$ cat src/rtl/cpu_cmd_arbiter_if.sv
// Requester/CPU-facing bus of the command arbiter.
// slave  : arbiter view (takes requests and CPU status, drives CPU inputs and responses).
// master : environment view (requesters plus CPU top).
interface cpu_cmd_arbiter_if #(
    parameter int unsigned WIDTH = 8,
    parameter int unsigned NREQ  = 4
);
    // Requester side
    logic [NREQ-1:0]         req_valid;
    logic [NREQ-1:0]         req_ready;
    logic [7*NREQ-1:0]       req_cmd;
    logic [4*WIDTH*NREQ-1:0] req_data;

    // CPU side
    logic [6:0]              cpu_cmd;
    logic [WIDTH-1:0]        cpu_din_1;
    logic [WIDTH-1:0]        cpu_din_2;
    logic [WIDTH-1:0]        cpu_din_3;
    logic [WIDTH-1:0]        cpu_din_4;
    logic                    cpu_rdy;
    logic [2*WIDTH-1:0]      cpu_result;
    logic                    cpu_zero;
    logic                    cpu_error;

    // Response side
    logic [NREQ-1:0]         rsp_valid;
    logic [2*WIDTH-1:0]      rsp_data;
    logic                    rsp_zero;
    logic                    rsp_error;
    logic                    rsp_timeout;

    modport slave (
        input  req_valid, req_cmd, req_data,
        input  cpu_rdy, cpu_result, cpu_zero, cpu_error,
        output req_ready,
        output cpu_cmd, cpu_din_1, cpu_din_2, cpu_din_3, cpu_din_4,
        output rsp_valid, rsp_data, rsp_zero, rsp_error, rsp_timeout
    );

    modport master (
        output req_valid, req_cmd, req_data,
        output cpu_rdy, cpu_result, cpu_zero, cpu_error,
        input  req_ready,
        input  cpu_cmd, cpu_din_1, cpu_din_2, cpu_din_3, cpu_din_4,
        input  rsp_valid, rsp_data, rsp_zero, rsp_error, rsp_timeout
    );
endinterface

$ cat src/rtl/cpu_cmd_arbiter.sv
// Round-robin arbiter sharing one CPU datapath between NREQ requesters.
// A granted command plus four operand bytes is latched, issued to the CPU until it
// drops cpu_rdy, then the arbiter waits for cpu_rdy to return and hands the result
// and flags back to the granted requester with a one-cycle rsp_valid strobe.
// Optional: define CPU_ARB_TIMEOUT_EN to bound ISSUE and WAIT_DONE by TIMEOUT cycles
// each; an expired wait returns a response flagged with rsp_error and rsp_timeout.
module cpu_cmd_arbiter #(
    parameter int unsigned WIDTH   = 8,
    parameter int unsigned NREQ    = 4,
    parameter int unsigned TIMEOUT = 64,
    parameter logic [6:0]  NOP_CMD = 7'h00,
    localparam int unsigned IdW    = (NREQ > 1) ? $clog2(NREQ) : 1
) (
    input  logic           clk,
    input  logic           reset,
    cpu_cmd_arbiter_if.slave bus,
    output logic           busy,
    output logic [IdW-1:0] grant_id
);

    typedef enum logic [1:0] {
        StIdle,
        StIssue,
        StWaitDone,
        StResp
    } state_e;

    state_e               state_q, state_d;
    logic [IdW-1:0]       ptr_q, ptr_d;
    logic [IdW-1:0]       grant_id_q, grant_id_d;
    logic [6:0]           cmd_q, cmd_d;
    logic [4*WIDTH-1:0]   opnd_q, opnd_d;
    logic [2*WIDTH-1:0]   rsp_data_q, rsp_data_d;
    logic                 rsp_zero_q, rsp_zero_d;
    logic                 rsp_error_q, rsp_error_d;
    logic                 rsp_timeout_q, rsp_timeout_d;

    logic                 grant_found;
    logic [IdW-1:0]       grant_idx;
    logic [IdW:0]         rr_sum;
    logic [IdW-1:0]       grant_next;
    logic [NREQ-1:0]      req_ready;
    logic [NREQ-1:0]      rsp_valid;

`ifdef CPU_ARB_TIMEOUT_EN
    localparam int unsigned CntW = (TIMEOUT > 2) ? $clog2(TIMEOUT) : 1;
    logic [CntW-1:0]      cnt_q, cnt_d;
    logic                 cnt_hit;
`else
    // TIMEOUT only matters when the wait-phase counter is built.
    logic                 unused_timeout;
    assign unused_timeout = (TIMEOUT == 0);
`endif

    // Round-robin search: first valid requester at or after the pointer, wrapping.
    always_comb begin
        grant_found = 1'b0;
        grant_idx   = '0;
        rr_sum      = '0;
        for (int unsigned k = 0; k < NREQ; k++) begin
            rr_sum = {1'b0, ptr_q} + (IdW+1)'(k);
            if (rr_sum >= (IdW+1)'(NREQ)) begin
                rr_sum = rr_sum - (IdW+1)'(NREQ);
            end
            if (!grant_found && bus.req_valid[rr_sum[IdW-1:0]]) begin
                grant_found = 1'b1;
                grant_idx   = rr_sum[IdW-1:0];
            end
        end
        grant_next = (grant_idx == IdW'(NREQ - 1)) ? '0 : grant_idx + 1'b1;
    end

    // Next-state logic: grant, issue, completion capture and (optionally) timeout.
    always_comb begin
        state_d       = state_q;
        ptr_d         = ptr_q;
        grant_id_d    = grant_id_q;
        cmd_d         = cmd_q;
        opnd_d        = opnd_q;
        rsp_data_d    = rsp_data_q;
        rsp_zero_d    = rsp_zero_q;
        rsp_error_d   = rsp_error_q;
        rsp_timeout_d = rsp_timeout_q;
        req_ready     = '0;
`ifdef CPU_ARB_TIMEOUT_EN
        cnt_d         = cnt_q;
        cnt_hit       = (cnt_q == CntW'(TIMEOUT - 1));
`endif
        case (state_q)
            StIdle: begin
                // cpu_rdy is only consulted here as part of the grant condition.
                if (grant_found && bus.cpu_rdy) begin
                    req_ready[grant_idx] = 1'b1;
                    for (int unsigned i = 0; i < NREQ; i++) begin
                        if (grant_idx == IdW'(i)) begin
                            cmd_d  = bus.req_cmd[7*i +: 7];
                            opnd_d = bus.req_data[4*WIDTH*i +: 4*WIDTH];
                        end
                    end
                    grant_id_d = grant_idx;
                    ptr_d      = grant_next;
                    state_d    = StIssue;
`ifdef CPU_ARB_TIMEOUT_EN
                    cnt_d      = '0;
`endif
                end
            end
            StIssue: begin
                // CPU takes the command by dropping cpu_rdy.
                if (!bus.cpu_rdy) begin
                    state_d = StWaitDone;
`ifdef CPU_ARB_TIMEOUT_EN
                    cnt_d   = '0;
                end else if (cnt_hit) begin
                    state_d       = StResp;
                    rsp_data_d    = '0;
                    rsp_zero_d    = 1'b0;
                    rsp_error_d   = 1'b1;
                    rsp_timeout_d = 1'b1;
                end else begin
                    cnt_d = cnt_q + 1'b1;
`endif
                end
            end
            StWaitDone: begin
                if (bus.cpu_rdy) begin
                    state_d       = StResp;
                    rsp_data_d    = bus.cpu_result;
                    rsp_zero_d    = bus.cpu_zero;
                    rsp_error_d   = bus.cpu_error;
                    rsp_timeout_d = 1'b0;
`ifdef CPU_ARB_TIMEOUT_EN
                end else if (cnt_hit) begin
                    state_d       = StResp;
                    rsp_data_d    = '0;
                    rsp_zero_d    = 1'b0;
                    rsp_error_d   = 1'b1;
                    rsp_timeout_d = 1'b1;
                end else begin
                    cnt_d = cnt_q + 1'b1;
`endif
                end
            end
            StResp: begin
                // No grant here; the next acceptance is one cycle after the strobe.
                state_d = StIdle;
            end
            default: begin
                state_d = StIdle;
            end
        endcase
    end

    // State and holding registers; reset drops any transaction in flight.
    always_ff @(posedge clk or negedge reset) begin
        if (!reset) begin
            state_q       <= StIdle;
            ptr_q         <= '0;
            grant_id_q    <= '0;
            cmd_q         <= '0;
            opnd_q        <= '0;
            rsp_data_q    <= '0;
            rsp_zero_q    <= 1'b0;
            rsp_error_q   <= 1'b0;
            rsp_timeout_q <= 1'b0;
        end else begin
            state_q       <= state_d;
            ptr_q         <= ptr_d;
            grant_id_q    <= grant_id_d;
            cmd_q         <= cmd_d;
            opnd_q        <= opnd_d;
            rsp_data_q    <= rsp_data_d;
            rsp_zero_q    <= rsp_zero_d;
            rsp_error_q   <= rsp_error_d;
            rsp_timeout_q <= rsp_timeout_d;
        end
    end

`ifdef CPU_ARB_TIMEOUT_EN
    // Wait-phase cycle counter.
    always_ff @(posedge clk or negedge reset) begin
        if (!reset) begin
            cnt_q <= '0;
        end else begin
            cnt_q <= cnt_d;
        end
    end
`endif

    // One-hot response strobe towards the granted requester.
    always_comb begin
        rsp_valid = '0;
        if (state_q == StResp) begin
            rsp_valid[grant_id_q] = 1'b1;
        end
    end

    // Command is only presented while issuing, so reset forces NOP without a clock.
    assign bus.cpu_cmd     = (state_q == StIssue) ? cmd_q : NOP_CMD;
    assign bus.cpu_din_1   = opnd_q[0*WIDTH +: WIDTH];
    assign bus.cpu_din_2   = opnd_q[1*WIDTH +: WIDTH];
    assign bus.cpu_din_3   = opnd_q[2*WIDTH +: WIDTH];
    assign bus.cpu_din_4   = opnd_q[3*WIDTH +: WIDTH];
    assign bus.req_ready   = req_ready;
    assign bus.rsp_valid   = rsp_valid;
    assign bus.rsp_data    = rsp_data_q;
    assign bus.rsp_zero    = rsp_zero_q;
    assign bus.rsp_error   = rsp_error_q;
    assign bus.rsp_timeout = rsp_timeout_q;
    assign busy            = (state_q != StIdle);
    assign grant_id        = grant_id_q;

endmodule

$ cat src/flat_wrapper.sv
// flat-port wrapper written by rule: the top's interface ports become plain ports
module cpu_cmd_arbiter_flat 
#(
    parameter int unsigned WIDTH   = 8,
    parameter int unsigned NREQ    = 4,
    parameter int unsigned TIMEOUT = 64,
    parameter logic [6:0]  NOP_CMD = 7'h00,
    localparam int unsigned IdW    = (NREQ > 1) ? $clog2(NREQ) : 1
)
  (clk, reset, busy, grant_id, bus_req_valid, bus_req_cmd, bus_req_data, bus_cpu_rdy, bus_cpu_result, bus_cpu_zero, bus_cpu_error, bus_req_ready, bus_cpu_cmd, bus_cpu_din_1, bus_cpu_din_2, bus_cpu_din_3, bus_cpu_din_4, bus_rsp_valid, bus_rsp_data, bus_rsp_zero, bus_rsp_error, bus_rsp_timeout);
  cpu_cmd_arbiter_if #(.WIDTH(WIDTH), .NREQ(NREQ)) bus_i ();
  input  logic clk;
  input  logic reset;
  output logic busy;
  output logic [IdW-1:0] grant_id;
  input wire logic [$bits(bus_i.req_valid)-1:0] bus_req_valid;
  input wire logic [$bits(bus_i.req_cmd)-1:0] bus_req_cmd;
  input wire logic [$bits(bus_i.req_data)-1:0] bus_req_data;
  input wire logic [$bits(bus_i.cpu_rdy)-1:0] bus_cpu_rdy;
  input wire logic [$bits(bus_i.cpu_result)-1:0] bus_cpu_result;
  input wire logic [$bits(bus_i.cpu_zero)-1:0] bus_cpu_zero;
  input wire logic [$bits(bus_i.cpu_error)-1:0] bus_cpu_error;
  output wire logic [$bits(bus_i.req_ready)-1:0] bus_req_ready;
  output wire logic [$bits(bus_i.cpu_cmd)-1:0] bus_cpu_cmd;
  output wire logic [$bits(bus_i.cpu_din_1)-1:0] bus_cpu_din_1;
  output wire logic [$bits(bus_i.cpu_din_2)-1:0] bus_cpu_din_2;
  output wire logic [$bits(bus_i.cpu_din_3)-1:0] bus_cpu_din_3;
  output wire logic [$bits(bus_i.cpu_din_4)-1:0] bus_cpu_din_4;
  output wire logic [$bits(bus_i.rsp_valid)-1:0] bus_rsp_valid;
  output wire logic [$bits(bus_i.rsp_data)-1:0] bus_rsp_data;
  output wire logic [$bits(bus_i.rsp_zero)-1:0] bus_rsp_zero;
  output wire logic [$bits(bus_i.rsp_error)-1:0] bus_rsp_error;
  output wire logic [$bits(bus_i.rsp_timeout)-1:0] bus_rsp_timeout;
  assign bus_i.req_valid = bus_req_valid;
  assign bus_i.req_cmd = bus_req_cmd;
  assign bus_i.req_data = bus_req_data;
  assign bus_i.cpu_rdy = bus_cpu_rdy;
  assign bus_i.cpu_result = bus_cpu_result;
  assign bus_i.cpu_zero = bus_cpu_zero;
  assign bus_i.cpu_error = bus_cpu_error;
  assign bus_req_ready = bus_i.req_ready;
  assign bus_cpu_cmd = bus_i.cpu_cmd;
  assign bus_cpu_din_1 = bus_i.cpu_din_1;
  assign bus_cpu_din_2 = bus_i.cpu_din_2;
  assign bus_cpu_din_3 = bus_i.cpu_din_3;
  assign bus_cpu_din_4 = bus_i.cpu_din_4;
  assign bus_rsp_valid = bus_i.rsp_valid;
  assign bus_rsp_data = bus_i.rsp_data;
  assign bus_rsp_zero = bus_i.rsp_zero;
  assign bus_rsp_error = bus_i.rsp_error;
  assign bus_rsp_timeout = bus_i.rsp_timeout;
  cpu_cmd_arbiter #(.WIDTH(WIDTH), .NREQ(NREQ), .TIMEOUT(TIMEOUT), .NOP_CMD(NOP_CMD)) u_core (.clk(clk), .reset(reset), .bus(bus_i), .busy(busy), .grant_id(grant_id));
endmodule
$ cat config.mk
export PLATFORM = sky130hd
export DESIGN_NAME = cpu_cmd_arbiter_flat
export DESIGN_NICKNAME = d
export VERILOG_FILES = /design/src/rtl/cpu_cmd_arbiter_if.sv /design/src/rtl/cpu_cmd_arbiter.sv /design/src/flat_wrapper.sv
export SDC_FILE = /design/constraint.sdc
export NUM_CORES = 1
export LEC_CHECK = 0
export BUFFER_PORTS_ARGS = -buffer_cell sky130_fd_sc_hd__buf_2
export CORE_AREA = 2 2 121 123
export CTS_CLUSTER_SIZE = 40
export DETAILED_ROUTE_END_ITERATION = 16
export DIE_AREA = 0 0 123 125
export SLEW_MARGIN = 20
export SYNTH_ARGS = -nofsm -noshare
export SYNTH_HDL_FRONTEND = slang
export SYNTH_SLANG_ARGS = --single-unit
$ cat constraint.sdc
create_clock -name clk -period 5.1 [get_ports clk]
set_clock_uncertainty 0.15 [all_clocks]
set_input_delay 0.765 -clock clk [delete_from_list [all_inputs] [get_ports clk]]
set_output_delay 0.765 -clock clk [all_outputs]
set_load 0.1 [all_outputs]
==> metrics.md <==
| Metric | Value |
|---|---|
| Maximum number of pins on one net before global-route repair | a little under 80 |
| Maximum clock rate | 258 MHz |
| CTS tree | done |
| Setup violations, final | 0 |
| CP Class | input port to primary output |
| Postcts setup bufs | 0 |
| Top cells by count, synth | 63 x dfrtp_1, 59 x mux2_2, 45 x nand2_1 |
| Site row count | 44 |
| Largest family of logic cells by synthesized area | compound AO/OA/AOI/OAI gates |
| Top cell type by total area after synthesis | dfrtp_1 |
| Num Clock Sinks | 63 |
| Yosys cell types | 37 |
| First-pass GRT wire length | 20,100 um |
| CP bufs+invs | 3 |
| DRT Pass-1 Iters | 6 |
| Synth Area in Compound Gates | 0.237 |
| Mean Syn Cell Area | 9.89 um^2 |
| Number of buffers added on ports | 248 |
| # IOs | 250 |
| EDFF count, synth | 0 |
| WP data required | about 4200 ps |
| Hold Vio Cnt, Final | 0 |
| Max_cap viols | 0 |
| Worst path max stage delay | 680 ps |
| Post-synth top flop | dfrtp_1 |
| All-Layer GR Usage | 0.166 |
| NumNets Final | 837 |
| Initial antenna violation count | 0 |
| Synth-to-Final Area Change | 40.6% |
| Htree depth | 3 |
| Tmin final | between 3000 and 4000 ps |
| Clock root buffer | clkbuf_16 |
| Post-Synth Simple-Gate Area | 0.145 |
| Post-DP HPWL | 9500 um |
| 1st-iter DRT viols | 200 |
| Vias in the first global route | 4,171 |
| DRC viols | 0 |
| Crit share post-route | 0.760 |
| DR vias | between 4,000 and 5,000 |
| Post-synthesis mux area share | 0.163 |
| CTS Buffer Depth | 2 |
| Crit-path max FO | 45 |
| Synth Area in XOR/XNOR | 0 |
| Post-DRT Antenna Nets | 0 |
| Clock transition at path regs | 50 ps |
| Delay-heaviest family, CP | simple AND/OR/NAND/NOR gates |
| Cells along the critical path | buf_2, or4_2, buf_4, nand3_1, ha_2, and3_1, buf_2 |
| Setup crit end kind | primary output |
| Diode count | 0 |
| R2r setup slk | 2120 ps |
| Die area | 15,400 um^2 |
| Syn Nets | approximately 600 |
| Setup TNS | 0 ps |
| WHS | 351 ps |
| Max-slew headroom | 0.360 |
| Grt ovf | 0 |
| Worst skew pair latency | about 320 ps |
| Hold Crit Endpoint | u_core.bus.rsp_data[2] |
| Seq cells post-synth | between 60 and 70 |
| FILL cells | 1,482 |
| Slowest CP cell | or4_2 |
| RSZ-0062 raised after global routing | no |
| Worst Hold Class | register to register |
| Outcome | finished clean |
| Worst path arrival time | 2960 ps |
| Final core occ | 0.409 |
| Chip Height | 125 um |
| Slew @ Worst Pin | 958 ps |
| Hold path startpoint | u_core.bus.rsp_data[2] |
| Hold path depth | 1 |
| Post-DP Area | 5490 um^2 |
| Ratio of cells with drive above 1 in the final layout | 0.571 |
| Ys async rst share | 1.00 |
| FF-to-FF Start | u_core.ptr_q[0] |
| Startpoint Class | input port |
| Top cell type's share of synthesized area | 0.381 |
| Sequential share of the synthesized area | 0.381 |
| Post-synthesis adder-cell area fraction | 0.0242 |
| Final Wtd Congestion | 0.761 |
| Hold_buf cts | 0 |
| CTS buffer count | 9 |
| Cell mode on critical path | buf_2 |
| Warnings, synthesis | 0 |
| Slew Viols, Final | 0 |
| Reg-to-reg endpoint | u_core.opnd_q[0] |
| Vias per Instance | 4.87 |
| DRT Wirelength | approximately 13,000 um |
| DIE WIDTH | 123 um |
| Reg2reg path depth | 8 |
| Synthesized area | approximately 4100 um^2 |
| Top-count cell post-synth | dfrtp_1 |
| Routed wire per std cell | 14.9 um |
| Post-route cell area | 5820 um^2 |
| Post-Synthesis Cells | 418 |
| Initial Utilization | 0.291 |
| PostCTS Resize Cnt | 0 |
| Synth area leaders | dfrtp_1 38%, mux2_2 16%, a21oi_2 7.6% |
| Core Region | 14,200 um^2 |
[layer usage]
layer,wire (um),GRT usage,vias up
met5,0,0,-
met4,250,0.0662,0
met3,791,0.0333,22
met2,6550,0.301,150
met1,4910,0.187,1921
li1,-,-,1984
[metrics by stage]
stage,cells,setup WS [ps]
after floorplan,418,946
final,837,1220
after global routing,837,1120
after global placement,821,1280
after CTS,837,1220
after detailed placement,821,1230
[cell usage in the layout, fill, tap and decap left out, types with 3 or more instances in the layout]
master     count
a21oi_1        6
a21oi_2       36
a31oi_1       40
and2_1         7
and3_1         4
buf_2        248
buf_4          7
clkbuf_16      9
dfrtp_1       63
ha_1           5
ha_2           3
inv_1          4
inv_6          3
mux2_2        59
nand2_1       45
nand2b_1      42
nor2_1         4
o211ai_1      39
[logic make-up after synthesis]
logic type,count (synthesis)
AOI/OAI and AO/OA,133
adders and majority gates,8
buffers and inverters,40
DFF,63
muxes,60
other,1
and+or+nand+nor,113
[how the worst max path moves through the flow]
stage                      from               end  slack [ps]  cells past startpoint
6_report       bus_req_valid[1]  bus_req_ready[2]        1220                      7
5_1_grt        bus_req_valid[1]  bus_req_ready[2]        1120                      7
4_1_cts        bus_req_valid[1]  bus_req_ready[2]        1220                      7
3_5_place_dp   bus_req_valid[1]  bus_req_ready[2]        1230                      7
3_3_place_gp   bus_req_valid[1]  bus_req_ready[2]        1280                      7
2_1_floorplan  bus_req_valid[1]  bus_req_ready[2]         950                      8
[sequential cells by signal, indices dropped and copies added, names as in the netlist]
name and flops:
u_core.opnd_q 32, u_core.bus.rsp_data 16, u_core.cmd_q 7, u_core.grant_id 2, u_core.ptr_q 2, u_core.state_q 2
u_core.bus.rsp_error 1, u_core.bus.rsp_zero 1
[layout make-up]
type	instances	area (um^2)	area share
clock buffer	9	225	0.0387
multi-input combinational	315	2370	0.408
clock inverter	7	103	0.0176
tap	184	230	0.0396
sequential	63	1580	0.271
timing repair buffer	255	1290	0.222
inverter	4	15.0	0.00258
Power is not shown: default switching activity piles up to over one toggle a cycle in this logic, so the estimate is an artifact.
